$ cat src/rtl/mips_fetch_sequencer.sv
// Multicycle fetch/execute sequencer feeding the MIPS decoder.
// It owns the PC, the instruction register, branch-delay-slot tracking and halt detection.
module mips_fetch_sequencer #(
  parameter logic [31:0] RESET_VECTOR = 32'hBFC00000,
  parameter logic [31:0] HALT_ADDR    = 32'h00000000
) (
  input  logic        clk,
  input  logic        reset,
  input  logic        waitrequest,
  input  logic [31:0] readdata,
  input  logic        extra,
  input  logic        cnt_en,
  input  logic [1:0]  pc_control,
  input  logic        branch_taken,
  input  logic [31:0] rs_value,
  output logic [1:0]  state,
  output logic [31:0] pc,
  output logic [31:0] instr,
  output logic [31:0] link_addr,
  output logic        active
);

  typedef enum logic [1:0] {
    S_FETCH = 2'b00,
    S_EXEC1 = 2'b01,
    S_EXEC2 = 2'b10,
    S_HALT  = 2'b11
  } state_t;

  state_t      state_q, state_d;
  logic [31:0] pc_q, pc_d;
  logic [31:0] instr_q, instr_d;
  logic        active_q, active_d;
  logic        delay_pending_q, delay_pending_d;
  logic [31:0] delay_target_q, delay_target_d;

  logic [31:0] pc4;
  logic [31:0] br_offset;
  logic [31:0] seq_next;
  logic [31:0] target;
  logic        transfer;
  logic        commit;

  // Next-PC candidates; a pending delay-slot target always wins over pc+4.
  always_comb begin
    pc4       = pc_q + 32'd4;
    br_offset = {{14{instr_q[15]}}, instr_q[15:0], 2'b00};
    seq_next  = delay_pending_q ? delay_target_q : pc4;
    target    = 32'd0;
    transfer  = 1'b0;
    case (pc_control)
      2'b00: begin
        target   = pc4 + br_offset;
        transfer = branch_taken;
      end
      2'b01: begin
        target   = {pc4[31:28], instr_q[25:0], 2'b00};
        transfer = 1'b1;
      end
      2'b10: begin
        target   = rs_value;
        transfer = 1'b1;
      end
      default: begin
        target   = 32'd0;
        transfer = 1'b0;
      end
    endcase
  end

  always_comb begin
    state_d         = state_q;
    pc_d            = pc_q;
    instr_d         = instr_q;
    active_d        = active_q;
    delay_pending_d = delay_pending_q;
    delay_target_d  = delay_target_q;
    commit          = 1'b0;

    case (state_q)
      S_FETCH: begin
        if (!waitrequest) begin
          instr_d = readdata;
          state_d = S_EXEC1;
        end
      end
      S_EXEC1: begin
        if (!waitrequest) begin
          if (extra) begin
            state_d = S_EXEC2;
          end else if (cnt_en) begin
            commit = 1'b1;
          end
        end
      end
      S_EXEC2: begin
        if (!waitrequest) begin
          commit = 1'b1;
        end
      end
      default: begin
        state_d = S_HALT;
      end
    endcase

    if (commit) begin
      delay_pending_d = transfer;
      if (transfer) begin
        delay_target_d = target;
      end
      if (seq_next == HALT_ADDR) begin
        state_d  = S_HALT;
        pc_d     = HALT_ADDR;
        active_d = 1'b0;
      end else begin
        state_d = S_FETCH;
        pc_d    = seq_next;
      end
    end
  end

  always_ff @(posedge clk) begin
    if (reset) begin
      state_q         <= S_FETCH;
      pc_q            <= RESET_VECTOR;
      instr_q         <= 32'd0;
      active_q        <= 1'b1;
      delay_pending_q <= 1'b0;
      delay_target_q  <= 32'd0;
    end else begin
      state_q         <= state_d;
      pc_q            <= pc_d;
      instr_q         <= instr_d;
      active_q        <= active_d;
      delay_pending_q <= delay_pending_d;
      delay_target_q  <= delay_target_d;
    end
  end

  assign state     = state_q;
  assign pc        = pc_q;
  assign instr     = instr_q;
  assign active    = active_q;
  assign link_addr = pc_q + 32'd8;

endmodule

$ cat config.mk
export PLATFORM = sky130hd
export DESIGN_NAME = mips_fetch_sequencer
export DESIGN_NICKNAME = d
export VERILOG_FILES = /design/src/rtl/mips_fetch_sequencer.sv
export SDC_FILE = /design/constraint.sdc
export NUM_CORES = 1
export LEC_CHECK = 0
export CORE_MARGIN = 2
export CORE_UTILIZATION = 46
export CTS_CLUSTER_DIAMETER = 60
export DETAILED_ROUTE_END_ITERATION = 7
export GPL_ROUTABILITY_DRIVEN = 0
export PLACE_DENSITY_LB_ADDON = 0.12
export SLEW_MARGIN = 10
export SYNTH_ARGS = -nofsm -noshare
export SYNTH_HDL_FRONTEND = slang
export SYNTH_SLANG_ARGS = --single-unit
$ cat constraint.sdc
create_clock -name clk -period 4.1 [get_ports clk]
set_clock_uncertainty 0.15 [all_clocks]
set_input_delay 0.82 -clock clk [delete_from_list [all_inputs] [get_ports clk]]
set_output_delay 0.82 -clock clk [all_outputs]
set_load 0.005 [all_outputs]
After elaboration in Yosys (flattened, before gate mapping)
Index checks and enable logic that the tools add are counted.

Register bits after elaboration: 100. Input port bits: 72. Output and inout port bits: 99.

$add $sub $neg: 3. Equal/unequal tests: 8. Muxes and demuxes: 15. Bitwise gates (word level): 1. Reduce and logical (&&, ||, !) cells: 8.

Operator list (count): $pmux W32 S3 (1); $mux W32 (2); $add A32 B3 Y32 const B (1); $add A32 B32 Y32 (1); $add A32 B4 Y32 const B (1); $logic_not A32 Y1 (1); $mux W2 (5); $ne A3 B3 Y1 const B (3); $pmux W2 S3 (1); $reduce_and A2 Y1 (3); $eq A2 B1 Y1 const B (2); $eq A2 B2 Y1 const B (2); $logic_not A2 Y1 (2); $mux W1 (4); $pmux W1 S2 (2); $reduce_and A4 Y1 (1); $ne A2 B2 Y1 const B (1); $reduce_or A2 Y1 (1); $not A1 Y1 (1).

Logic depth before layout (Yosys ltp)
Word-level depth: 6. Gate-level depth with buffers: 16. Gate-level depth less buffers: 16.

Worst setup path before layout
No wires, ideal clock.

Path kind: register -> register. Start point: register pc_q[4] (netlist: pc[4]). End point: register delay_target_q[30]. Setup time: 130 ps. Data arrival time: 3740 ps. Required time: 3820 ps. Setup slack: 80 ps. Stages on the path, launching flop included: 17. Clock period less this slack: 4020 ps. Cell sequence: dfxtp_1 ha_1 nand4_2 nor4_2 and3_1 xor2_1 ha_1 clkbuf_1 a21o_1 a21o_1 a21oi_1 o21ai_0 a21oi_1 o221ai_1 mux2_2 a221oi_1 nor3_1.

Longest elaborated chain between the ends: 3.

RTL lines: start: declaration (line 31) `logic [31:0] pc_q, pc_d;`; start signal: assignment (line 132) `pc_q <= pc_d;`; $add A32 B3 Y32 * (line 46) `pc4 = pc_q + 32'd4;`; $add A32 B32 Y32 (line 53) `target = pc4 + br_offset;`; $pmux W32 S3 * (line 51) `case (pc_control)`; end signal: assignment (line 136) `delay_target_q <= delay_target_d;`; end: declaration (line 35) `logic [31:0] delay_target_q, delay_target_d;`.

Every way passes the cells marked *; elsewhere a longest branch is shown, timed or not. A chain may end at the register's enable or synchronous reset.

Final worst setup path
Ends and elaborated chain as after synthesis.

==> results by group <==
Yosys
  • Synth unique cells: 70
  • Most used DFF post-synth: dfxtp_1
  • Multiplexer share of the synthesized area: roughly 1.6%
  • Syn avg cell area: ~7.6 um^2
  • Post-Synth XOR/XNOR Area: 9.056%
  • Largest family of logic cells by synthesized area: simple AND/OR/NAND/NOR gates
  • Simple-Gate Fraction of Synth Area: between 20% and 30%
  • Number of synthesized register bits: 100
  • Adder-Cell Fraction of Synth Area: about 7.9%
  • Synth async-reset ratio: 0%
  • Compound-cell area share of the yosys netlist: 23.45%
  • Gate Count Post-Synth: roughly 960
  • Mapped Area: a little over 0.007 mm^2
  • Syn. warnings: 0
  • Seq/Total Area, Yosys: roughly 28%
  • Syn Nets: approximately 1100
  • Number of synthesized flops with an enable pin: 0

Floorplan
  • Starting Density: ~47%
  • DIE HEIGHT: between 100 and 150 um
  • Chip width: 129.5 um
  • I/O Pins: between 150 and 200
  • Die footprint: approximately 0.017 mm^2
  • Core ar.: 0.01531 mm^2
  • Rows: 45

Critical path
  • Buf/Inv on CP: 1
  • Most common cell on crit path: ha_1
  • CP Class: reg -> reg
  • Worst r2r path cells: 15
  • Crit-path leading delay family: compound AO/OA/AOI/OAI gates
  • CP Cell Sequence: ha_1, nand4_2, nor4_2, buf_4, xnor2_1, ha_1, a21o_1, a211o_1, a41oi_2, o21ai_1, a21oi_1, o221ai_1, mux2_2, a221oi_1, nor3_1
  • Worst path slowest cell: dfxtp_1
  • Crit path launch type: flop
  • Critical path capture point type: flop
  • Max incr delay on CP: 0.36 ns
  • Crit path max fanout: 6
  • Worst path required time: around 4.2 ns
  • WP depth: 15
  • CP Data Arrival Time: 3.98 ns

GRT
  • GR Overflow Total: 0
  • Largest net degree at the start of global routing: 59
  • First-pass GRT wire length: 37460 um
  • GRT Resource Usage Total: between 20% and 30%
  • Initial antenna violation count: 0
  • Vias in the first global route: between 7000 and 8000

Hold path
  • HP Class: reg -> reg
  • Hold depth: 2

Clock network
  • Worst skew pair latency: 0.36 ns
  • Root buffer cell: clkbuf_16
  • Clk buf depth: 2
  • TritonCTS clock tree: built
  • H-tree depth: 3
  • Number of setup buffers added after CTS: 0
  • TritonCTS Buffers: 9
  • Register clock-pin slew on the reported worst setup and hold paths: about 0.07 ns
  • Clock sink count: 100
  • Post-CTS Hold Buffers: 0

Timing
  • Slew Viols, Final: 0
  • Slew headroom: 40.12%
  • Fin crit period: ~3.9 ns
  • Fin. Hold Viols: 0
  • Hold WS: a little over 0.3 ns
  • Fmax: 255.3 MHz
  • # setup viols final: 0
  • Crit share post-route: approximately 96%
  • RSZ-0062 raised after global routing: true
  • Worst Tran Pin Value: 0.8970 ns

Place
  • DP Cell Count: approximately 1300
  • Detailed Place HPWL: 17670 um
  • Port Buffers: 170

Routing
  • Via/cell ratio: 5.774
  • 1st-iter DRT viols: about 670
  • WL final: roughly 24000 um
  • Drt wl/cell: 17.49 um
  • Remaining DRCs: 0
  • DRT antenna net count: 0
  • Vias: about 7800
  • First-pass iteration count of the detailed router: 6

Power
  • Clock network fraction of design power: about 25%
  • Logic pwr share: 40.7%
  • Switching part of the total: approximately 36%
  • Worst vdd ir: approximately 0.21 mV
  • Leakage: just under 4 nW
  • Internal power: between 2 and 2.5 mW
  • Sw power: between 1 and 1.5 mW
  • Power density over the cells: approximately 370 mW/mm^2
  • Sequential Power Share: around a third

Run
  • Max-cap violations: 0

Cells and area
  • Layout cell share with drive strength beyond 1: 11.65%
  • Final cell count without fillers: 1344
  • Area growth syn-to-layout: 36.14%
  • Diodes inserted: 0
  • Nets: ~1200

Run status
  • Status: completed
-- power by group through the flow --
stage                     clock (mW)  sequential, mW  combinational (mW)
after floorplan                    0            1.22               0.882
after global placement             0            1.27                1.42
after detailed placement           0            1.27                1.44
after CTS                      0.919            1.25                1.45
after global routing           0.958            1.27                1.65
final                          0.914            1.26                1.49
-- layer usage --
layer | share of wire [%] | GRT usage, % | wire (um)
met4 | 2.5 | 9.108 | 578
met1 | 47 | 41.07 | 11100
met3 | 7.5 | 4.666 | 1768
met2 | 43 | 42.60 | 10070
met5 | 0 | 0 | 0
-- cell families (layout without fill, tap and decap cells) --
logic type                 after synthesis  in the layout
adders and majority gates               45             45
muxes                                   11             11
and+or+nand+nor                        372            372
AOI/OAI and AO/OA                      252            252
buffers and inverters                  103            279
DFF                                    100            100
xor gates and xnor gates                74             74
-- path summary, 6_finish.rpt --
check / start / to / slack, ns
max: pc[4]$_SDFFE_PP0P_ / delay_target_q[30]$_SDFFE_PP0P_ / 0.18
min reg2reg: instr[28]$_SDFFE_PP0P_ / instr[28]$_SDFFE_PP0P_ / 0.30
min: instr[28]$_SDFFE_PP0P_ / instr[28]$_SDFFE_PP0P_ / 0.30
max reg2reg: pc[4]$_SDFFE_PP0P_ / delay_target_q[30]$_SDFFE_PP0P_ / 0.18
-- final cells by class --
cell class | count | area (um^2)
fillers | 1401 | 5459
multi-input cells | 754 | 4965
repair buffers | 237 | 2212
flip-flops and latches | 100 | 2007
well taps | 211 | 264.0
clock buffers | 11 | 252.7
inverters | 26 | 97.59
clock inverters | 5 | 57.56
-- metrics by stage --
stage / setup slack (ns) / utilization (%) / TNS, ns / total power [mW] / area [um^2]
3_5_place_dp: -0.07940 / 61.40 / -0.07940 / 2.711 / 9403
6_report: 0.1831 / 64.35 / 0 / 3.662 / 9856
4_1_cts: 0.02155 / 63.49 / 0 / 3.617 / 9723
5_1_grt: -0.01680 / 64.35 / -0.03850 / 3.878 / 9856
3_3_place_gp: 0.04852 / 61.40 / 0 / 2.688 / 9403
2_1_floorplan: 0.07993 / - / 0 / 2.099 / 7239
-- cell usage in the layout, fill, tap and decap left out, types with 6 or more instances in the layout --
cell type / synthesis / final
o31ai_1: 7 / 6
o21ai_0: 22 / 20
a221o_1: 6 / 6
a222oi_1: 17 / 17
nand2b_1: 10 / 10
nor3_1: 26 / 25
xnor2_1: 47 / 43
dfxtp_1: 100 / 96
nand4_1: 12 / 12
o22ai_1: 6 / 6
clkdlybuf4s50_1: 0 / 169
nor4_1: 7 / 6
and3_1: 9 / 9
o21bai_1: 8 / 8
ha_1: 44 / 42
a211oi_1: 29 / 29
a21o_1: 15 / 15
a21oi_1: 86 / 85
a221oi_1: 12 / 12
or3_1: 13 / 13
xor2_1: 26 / 22
buf_4: 5 / 66
nor2_1: 100 / 98
mux2i_1: 6 / 6
nand3_1: 25 / 25
a31oi_1: 13 / 11
clkbuf_16: 0 / 9
inv_1: 26 / 26
nand2_1: 129 / 129
-- tightest hold or removal path, stage by stage, from the launching register on --
cell and delay [ns]:
dfxtp_1 0.31, nand2_1 0.05, a21oi_1 0.05
-- Yosys cell counts (3+ instances only) --
library cell	n	area share [%]
nand3b_1	5	0.52
nor2b_1	6	0.52
o31ai_1	7	0.73
buf_4	5	0.52
nand3_1	25	1.7
o21ai_0	22	1.5
xor2_1	26	3.1
o22ai_1	6	0.52
nand2b_1	10	0.86
xnor2_1	47	5.7
nor4_1	7	0.60
mux2i_1	6	0.83
nor2_1	100	5.2
o211ai_1	3	0.31
and2_1	3	0.26
a21oi_1	86	5.9
a31oi_1	13	1.1
clkbuf_1	59	3.1
a222oi_1	17	2.4
a22oi_1	4	0.41
inv_1	26	1.3
o21bai_1	8	0.83
nand2_1	129	6.7
dfxtp_1	100	28
or4_1	4	0.41
or2_2	5	0.43
and3_1	9	0.78
ha_1	44	7.6
buf_2	7	0.48
nand4_1	12	1.0
nor3_1	26	1.8
a211o_1	5	0.60
a221oi_1	12	1.5
a221o_1	6	0.83
buf_1	5	0.26
a211oi_1	29	3.0
mux2_2	5	0.78
a21o_1	15	1.6
or3_1	13	1.1
and4_1	4	0.48
-- state kept, by name, summed over array words and instances, names as in the netlist --
name             count
active               1
delay_pending_q      1
delay_target_q      32
instr               32
pc                  32
state                2
-- what timing repair did --
item / in CTS / in global routing
resized for setup: 3 / 27
setup endpoints to repair: 1 / 12
pin swaps: 4 / 6
Note: power is estimated with default switching activity, not from simulation.
